==> src/rtl/y_demux_pkg.sv <==
// ---------------------------------------------------------------------------
// y_demux_pkg
// Shared constants and types for the two-lane demultiplexer.
//
// Contents
//   DEPTH        : entries per output lane (the lane logic is built for 2)
//   CNT_W        : width of the per-lane delivery counters
//   CNT_MAX      : saturation value of the delivery counters
//   lane_state_e : lane occupancy state; the encoding equals the number of
//                  buffered words, which the lane relies on for its full flag
//   sat_inc      : saturating increment used by the delivery counters
// ---------------------------------------------------------------------------
package y_demux_pkg;

  localparam int              DEPTH   = 2;
  localparam int              CNT_W   = 8;
  localparam logic [CNT_W-1:0] CNT_MAX = 8'd255;

  typedef enum logic [1:0] {
    EMPTY = 2'd0,
    ONE   = 2'd1,
    FULL  = 2'd2
  } lane_state_e;

  // Counts up by one and sticks at CNT_MAX instead of wrapping.
  function automatic logic [CNT_W-1:0] sat_inc(input logic [CNT_W-1:0] c);
    return (c == CNT_MAX) ? c : c + 1'b1;
  endfunction

endpackage : y_demux_pkg

==> src/rtl/y_demux_lane.sv <==
// ---------------------------------------------------------------------------
// y_demux_lane
// One output lane of y_demux2: a 2-entry FIFO with a valid/ready read side,
// a push strobe on the write side and a saturating count of delivered words.
//
// Ports
//   clk_i        : clock, rising edge
//   rst_i        : synchronous active-high reset
//   push_i       : write strobe; already qualified by the parent with
//                  valid & ready & select, ignored while the lane is full
//   push_data_i  : word to write
//   full_o       : lane holds DEPTH words (registered state only)
//   out_valid_o  : lane head is valid
//   out_data_o   : lane head word (oldest entry)
//   out_ready_i  : downstream takes the head this cycle
//   cnt_o        : number of delivered words, saturating at CNT_MAX
//   state_o      : current occupancy state (EMPTY/ONE/FULL) for observation
//
// Handshake: a word moves on a cycle where valid and ready are both high.
// Valid never depends on ready, and head data stays stable while valid is
// high and ready is low.
// ---------------------------------------------------------------------------
module y_demux_lane
  import y_demux_pkg::*;
#(
  parameter int SIZE  = 2,
  parameter int DEPTH = 2
) (
  input  logic             clk_i,
  input  logic             rst_i,
  input  logic             push_i,
  input  logic [SIZE-1:0]  push_data_i,
  output logic             full_o,
  output logic             out_valid_o,
  output logic [SIZE-1:0]  out_data_o,
  input  logic             out_ready_i,
  output logic [CNT_W-1:0] cnt_o,
  output logic [1:0]       state_o
);

  lane_state_e      state_q, state_d;
  logic [SIZE-1:0]  head_q, head_d;   // oldest entry, drives out_data_o
  logic [SIZE-1:0]  tail_q, tail_d;   // second entry, valid only in FULL
  logic [CNT_W-1:0] cnt_q, cnt_d;
  logic             push_ok;
  logic             pop;

  // A push into a full lane is dropped here as a second line of defence;
  // the parent already withholds ready in that case.
  assign push_ok = push_i & ~full_o;
  assign pop     = out_valid_o & out_ready_i;

  // ---------------------------------------------------------------------
  // State register
  // ---------------------------------------------------------------------
  always_ff @(posedge clk_i) begin
    if (rst_i) begin
      state_q <= EMPTY;
    end else begin
      state_q <= state_d;
    end
  end

  // ---------------------------------------------------------------------
  // Next-state logic
  // ---------------------------------------------------------------------
  always_comb begin
    state_d = state_q;
    unique case (state_q)
      EMPTY: begin
        if (push_ok) state_d = ONE;
      end
      ONE: begin
        // push together with pop keeps one word in the lane
        if (push_ok && !pop)      state_d = FULL;
        else if (!push_ok && pop) state_d = EMPTY;
      end
      FULL: begin
        if (pop) state_d = ONE;
      end
      default: state_d = EMPTY;
    endcase
  end

  // ---------------------------------------------------------------------
  // Output logic
  // ---------------------------------------------------------------------
  always_comb begin
    out_valid_o = (state_q != EMPTY);
    // The state encoding is the occupancy, so full is occupancy == DEPTH.
    full_o      = (32'(state_q) == DEPTH);
    out_data_o  = head_q;
    state_o     = state_q;
    cnt_o       = cnt_q;
  end

  // ---------------------------------------------------------------------
  // Storage and delivery counter
  // ---------------------------------------------------------------------
  always_comb begin
    head_d = head_q;
    tail_d = tail_q;
    unique case (state_q)
      EMPTY: begin
        if (push_ok) head_d = push_data_i;
      end
      ONE: begin
        // With a simultaneous pop the pushed word becomes the new head;
        // otherwise it queues behind the current head.
        if (push_ok && pop) head_d = push_data_i;
        else if (push_ok)   tail_d = push_data_i;
      end
      FULL: begin
        if (pop) head_d = tail_q;
      end
      default: begin
        head_d = head_q;
      end
    endcase
  end

  always_comb begin
    cnt_d = cnt_q;
    if (pop) cnt_d = sat_inc(cnt_q);
  end

  // Data registers clear on reset so the head reads 0 until the first push.
  always_ff @(posedge clk_i) begin
    if (rst_i) begin
      head_q <= '0;
      tail_q <= '0;
      cnt_q  <= '0;
    end else begin
      head_q <= head_d;
      tail_q <= tail_d;
      cnt_q  <= cnt_d;
    end
  end

endmodule : y_demux_lane

==> src/rtl/y_demux2.sv <==
// ---------------------------------------------------------------------------
// y_demux2
// Routes each accepted upstream word to one of two independent 2-entry
// output lanes chosen by in_sel. Each lane drains on its own valid/ready
// handshake and counts its deliveries with a saturating 8-bit counter.
//
// Ports
//   clk, reset               : clock (rising edge), synchronous active-high reset
//   in_valid, in_data, in_sel: upstream word and destination lane (0/1)
//   in_ready                 : the word is accepted this cycle if in_valid
//   outN_valid, outN_data    : lane N head
//   outN_ready               : downstream takes lane N head
//   cntN                     : words delivered from lane N (saturating)
//   dbg_state0, dbg_state1   : lane occupancy states (EMPTY/ONE/FULL)
//
// Handshake: every transfer happens on a cycle where valid and ready are
// both high. in_ready depends only on in_sel and registered lane state,
// never on in_valid, and a pop of a full lane does not open in_ready until
// the following cycle, so there is no ready-to-ready combinational path.
// Only DEPTH = 2 is supported.
// ---------------------------------------------------------------------------
module y_demux2
  import y_demux_pkg::*;
#(
  parameter int SIZE  = 2,
  parameter int DEPTH = 2
) (
  input  logic             clk,
  input  logic             reset,
  input  logic             in_valid,
  input  logic [SIZE-1:0]  in_data,
  input  logic             in_sel,
  output logic             in_ready,
  output logic             out0_valid,
  output logic [SIZE-1:0]  out0_data,
  input  logic             out0_ready,
  output logic             out1_valid,
  output logic [SIZE-1:0]  out1_data,
  input  logic             out1_ready,
  output logic [CNT_W-1:0] cnt0,
  output logic [CNT_W-1:0] cnt1,
  output logic [1:0]       dbg_state0,
  output logic [1:0]       dbg_state1
);

  logic full0, full1;
  logic accept;
  logic push0, push1;

  // Ready reflects the full flag of whichever lane the select points at.
  assign in_ready = in_sel ? ~full1 : ~full0;
  assign accept   = in_valid & in_ready;
  assign push0    = accept & ~in_sel;
  assign push1    = accept &  in_sel;

  y_demux_lane #(
    .SIZE  (SIZE),
    .DEPTH (DEPTH)
  ) u_lane0 (
    .clk_i       (clk),
    .rst_i       (reset),
    .push_i      (push0),
    .push_data_i (in_data),
    .full_o      (full0),
    .out_valid_o (out0_valid),
    .out_data_o  (out0_data),
    .out_ready_i (out0_ready),
    .cnt_o       (cnt0),
    .state_o     (dbg_state0)
  );

  y_demux_lane #(
    .SIZE  (SIZE),
    .DEPTH (DEPTH)
  ) u_lane1 (
    .clk_i       (clk),
    .rst_i       (reset),
    .push_i      (push1),
    .push_data_i (in_data),
    .full_o      (full1),
    .out_valid_o (out1_valid),
    .out_data_o  (out1_data),
    .out_ready_i (out1_ready),
    .cnt_o       (cnt1),
    .state_o     (dbg_state1)
  );

endmodule : y_demux2
==> config.mk <==
export PLATFORM = sky130hd
export DESIGN_NAME = y_demux2
export DESIGN_NICKNAME = d
export VERILOG_FILES = /design/src/rtl/y_demux_pkg.sv /design/src/rtl/y_demux_lane.sv /design/src/rtl/y_demux2.sv
export SDC_FILE = /design/constraint.sdc
export NUM_CORES = 1
export LEC_CHECK = 0
export ABC_AREA = 1
export CORE_MARGIN = 2
export CORE_UTILIZATION = 50
export CTS_CLUSTER_SIZE = 12
export DETAILED_ROUTE_END_ITERATION = 6
export PLACE_DENSITY_LB_ADDON = 0.2
export SLEW_MARGIN = 20
export SYNTH_ARGS = -nofsm -noshare
export SYNTH_HDL_FRONTEND = slang
export SYNTH_SLANG_ARGS = --single-unit
==> constraint.sdc <==
create_clock -name clk -period 2.4 [get_ports clk]
set_input_delay 0.48 -clock clk [delete_from_list [all_inputs] [get_ports clk]]
set_output_delay 0.48 -clock clk [all_outputs]
set_load 0.02 [all_outputs]
==> results_dict.tcl <==
set metrics [dict create \
    top_layer "met4" \
    final.setup.tns_ns 0 \
    grt.total_usage 0.192 \
    critPathMaxStageDelay_ns 0.62 \
    place_hpwl_um 2310 \
    synth.distinct_cells 26 \
    p_sw_frac 0.273 \
    powerDensity_mw_per_mm2 410 \
    rsz0062_at_grt "no" \
    dieHeight_um 60.1 \
    cts_made_buffers 3 \
    fin_skew_ns 0.00922 \
    setup_violations 0 \
    crit_path_start_kind "primary input" \
    finalHoldViolCount 0 \
    vdd_drop_max_v 0.000246 \
    fmax_mhz 444 \
    cts_resized 0 \
    drcViolationCount 0 \
    wl_met1_um 1550 \
    via_per_inst 4.77 \
    drt.antenna.violating_nets 0 \
    comb_power_share 0.164 \
    synth_seq_area_share 0.357 \
    crit_arrival_ns 1.77 \
    die_w_um 60.1 \
    clk_pin_slew_ns 0.15 \
    p_sw_uw 222 \
    grt_antenna_before_repair 0 \
    num_rows 20 \
    end_kind "output pin" \
    syn-num-nets 242 \
    cpMostUsedCell "clkdlybuf4s50_1" \
    internal_power_uw 593 \
    pin_count 35 \
    insertion_delay_ns 0.32 \
    slowest_stage "clkdlybuf4s50_1" \
    critPathTopFamily "buffers and inverters" \
    syn_inst 232 \
    synthesis.area_mm2 0.00157 \
    htreeDepth 1 \
    grt_pass1_vias 1244 \
    criticalPathCategory "in2out" \
    drt_iter0_drc 59 \
    dieArea_mm2 0.00361 \
    ys_warn_count 0 \
    slew_headroom 0.678 \
    drive_gt1_frac 0.116 \
    slew_viol_final 0 \
    critPathRequiredTime_ns 1.92 \
    status "completed" \
    synth_flop_cell "dfxtp_1" \
    critPathMaxFanout 4 \
    wire_per_inst_um 9.82 \
    cts.sinks 28 \
    diodes 0 \
    clockBufferDepth 2 \
    vias 1488 \
    leakage_nw 0.799 \
    cts_tree "yes" \
    fin_crit_sh 0.938 \
    met2_length_um 1380 \
    grt_max_degree 17 \
    dp_worst_setup_slack_ns 0.142 \
    sequentialPowerShare 0.600 \
    grt_pass1_wl_um 5310 \
    hold_class "reg2reg" \
    post_cts_buffers 0 \
    hold_ws_ns 0.496 \
    cts_hold_buf 0 \
    drv_cap 0 \
    synth_edf_count 0 \
    postSynthAreaPerCell_um2 6.77 \
    worst_slack_ns 0.150 \
    gp_congestion 0.843 \
    worst_pin_slew_ns 0.483 \
    cp_cell_sequence "clkdlybuf4s50_1, nand2_1, o21ai_0, clkdlybuf4s50_1" \
    synthArstFlopShare 0 \
    drt-total-wl_um 3070 \
    cp_num_buf_inv 2 \
    ys_seq_elements 28 \
    first_pass_iters 4 \
    post-route-min-period_ns 2.25 \
    finish.utilization 0.657 \
    cts-root-buf "clkbuf_4" \
    power.total_uw 815 \
    power_frac_clock 0.236 \
    core_area_mm2 0.00303 \
    wl_met3_um 120 \
    initial_core_util 0.519 \
    syn2layout_area_growth_pct 26.6 \
    grt.overflow.total 0 \
    portBuffers 34 \
    finalNetCount 280 \
]
final cells by class:
type	count	area (µm²)
fill	272	1040
multi-input combinational	171	885
sequential	28	561
timing repair buffer	35	348
inverter	31	119
tap	44	55.1
clock buffer	3	22.5
stage by stage:
step                      instances  instance area, µm²
after CTS                       312                1990
after global routing            312                1990
after global placement          309                1970
final                           312                1990
after detailed placement        309                1970
after floorplan                 232                1570
logic make-up (layout without fill, tap and decap cells):
group           count (synthesis)  after routing  share of synthesized area
compound gates                 33             33                      0.125
buf+inv                        33             69                     0.0804
fa+ha+maj                       2              2                     0.0159
xor+xnor                        6              6                     0.0334
simple gates                  130            130                      0.389
flops                          28             28                      0.357
Yosys cell counts, types with 3 or more instances:
cell / instances / share of area
a21oi_1: 9 / 0.029
a21oi_2: 5 / 0.028
dfxtp_1: 28 / 0.36
inv_1: 28 / 0.067
nand2_1: 63 / 0.15
nand2_2: 3 / 0.012
nand3_1: 6 / 0.019
nand4_1: 4 / 0.016
nor2_1: 35 / 0.084
nor2_2: 5 / 0.020
nor2_4: 4 / 0.029
nor3_1: 4 / 0.013
o21ai_0: 15 / 0.048
xor2_1: 6 / 0.033
power by group through the flow:
stage | combinational [mW] | clock (mW) | sequential, mW
3_5_place_dp | 0.134 | 0 | 0.499
2_1_floorplan | 0.0643 | 0 | 0.511
6_report | 0.134 | 0.192 | 0.489
3_3_place_gp | 0.133 | 0 | 0.498
4_1_cts | 0.135 | 0.200 | 0.489
5_1_grt | 0.147 | 0.218 | 0.491
flip-flops by register name (all words and copies together) (netlist names):
signal / cells
u_lane0.cnt_o: 8
u_lane1.cnt_o: 8
u_lane0.out_data_o: 2
u_lane0.state_o: 2
u_lane0.tail_q: 2
u_lane1.out_data_o: 2
u_lane1.state_o: 2
u_lane1.tail_q: 2
worst register-to-register path, stage by stage (launching register included):
cell	delay [ns]
dfxtp_1	0.44
ha_1	0.22
inv_1	0.07
nor2_2	0.14
nand2_1	0.10
nand2_4	0.11
inv_2	0.08
nor2_1	0.09
nor2_1	0.05
metal layers:
metal	GRT usage	vias up
met5	0	-
met4	0.0476	0
met3	0.0260	2
met2	0.300	34
met1	0.278	652
li1	-	800
layout by cell type (no fill, tap or decap), types with 2 or more instances in the layout:
cell type	synthesis	routed
nor3_2	2	2
nand4_1	4	4
nand2_2	3	3
o21ai_1	2	2
a21oi_2	5	5
nor3_1	4	4
a21oi_1	9	9
clkbuf_4	0	3
inv_1	28	28
nand3_1	6	6
nor2_2	5	5
nor2_1	35	35
clkdlybuf4s50_1	0	34
nand2_1	63	63
dfxtp_1	28	28
nor2_4	4	4
inv_2	2	2
xor2_1	6	6
nand2_4	2	2
o21ai_0	15	15
ha_1	2	2
worst paths after layout:
kind                               from                     to  slack, ns  cells after the start
setup / recovery                 in_sel               in_ready       0.15                      4
hold / removal    u_lane1.out_data_o[1]  u_lane1.out_data_o[1]       0.50                      2
setup reg to reg       u_lane1.cnt_o[0]       u_lane1.cnt_o[0]       1.01                      8
hold reg to reg   u_lane1.out_data_o[1]  u_lane1.out_data_o[1]       0.50                      2
(Power assumes the default switching activity.)
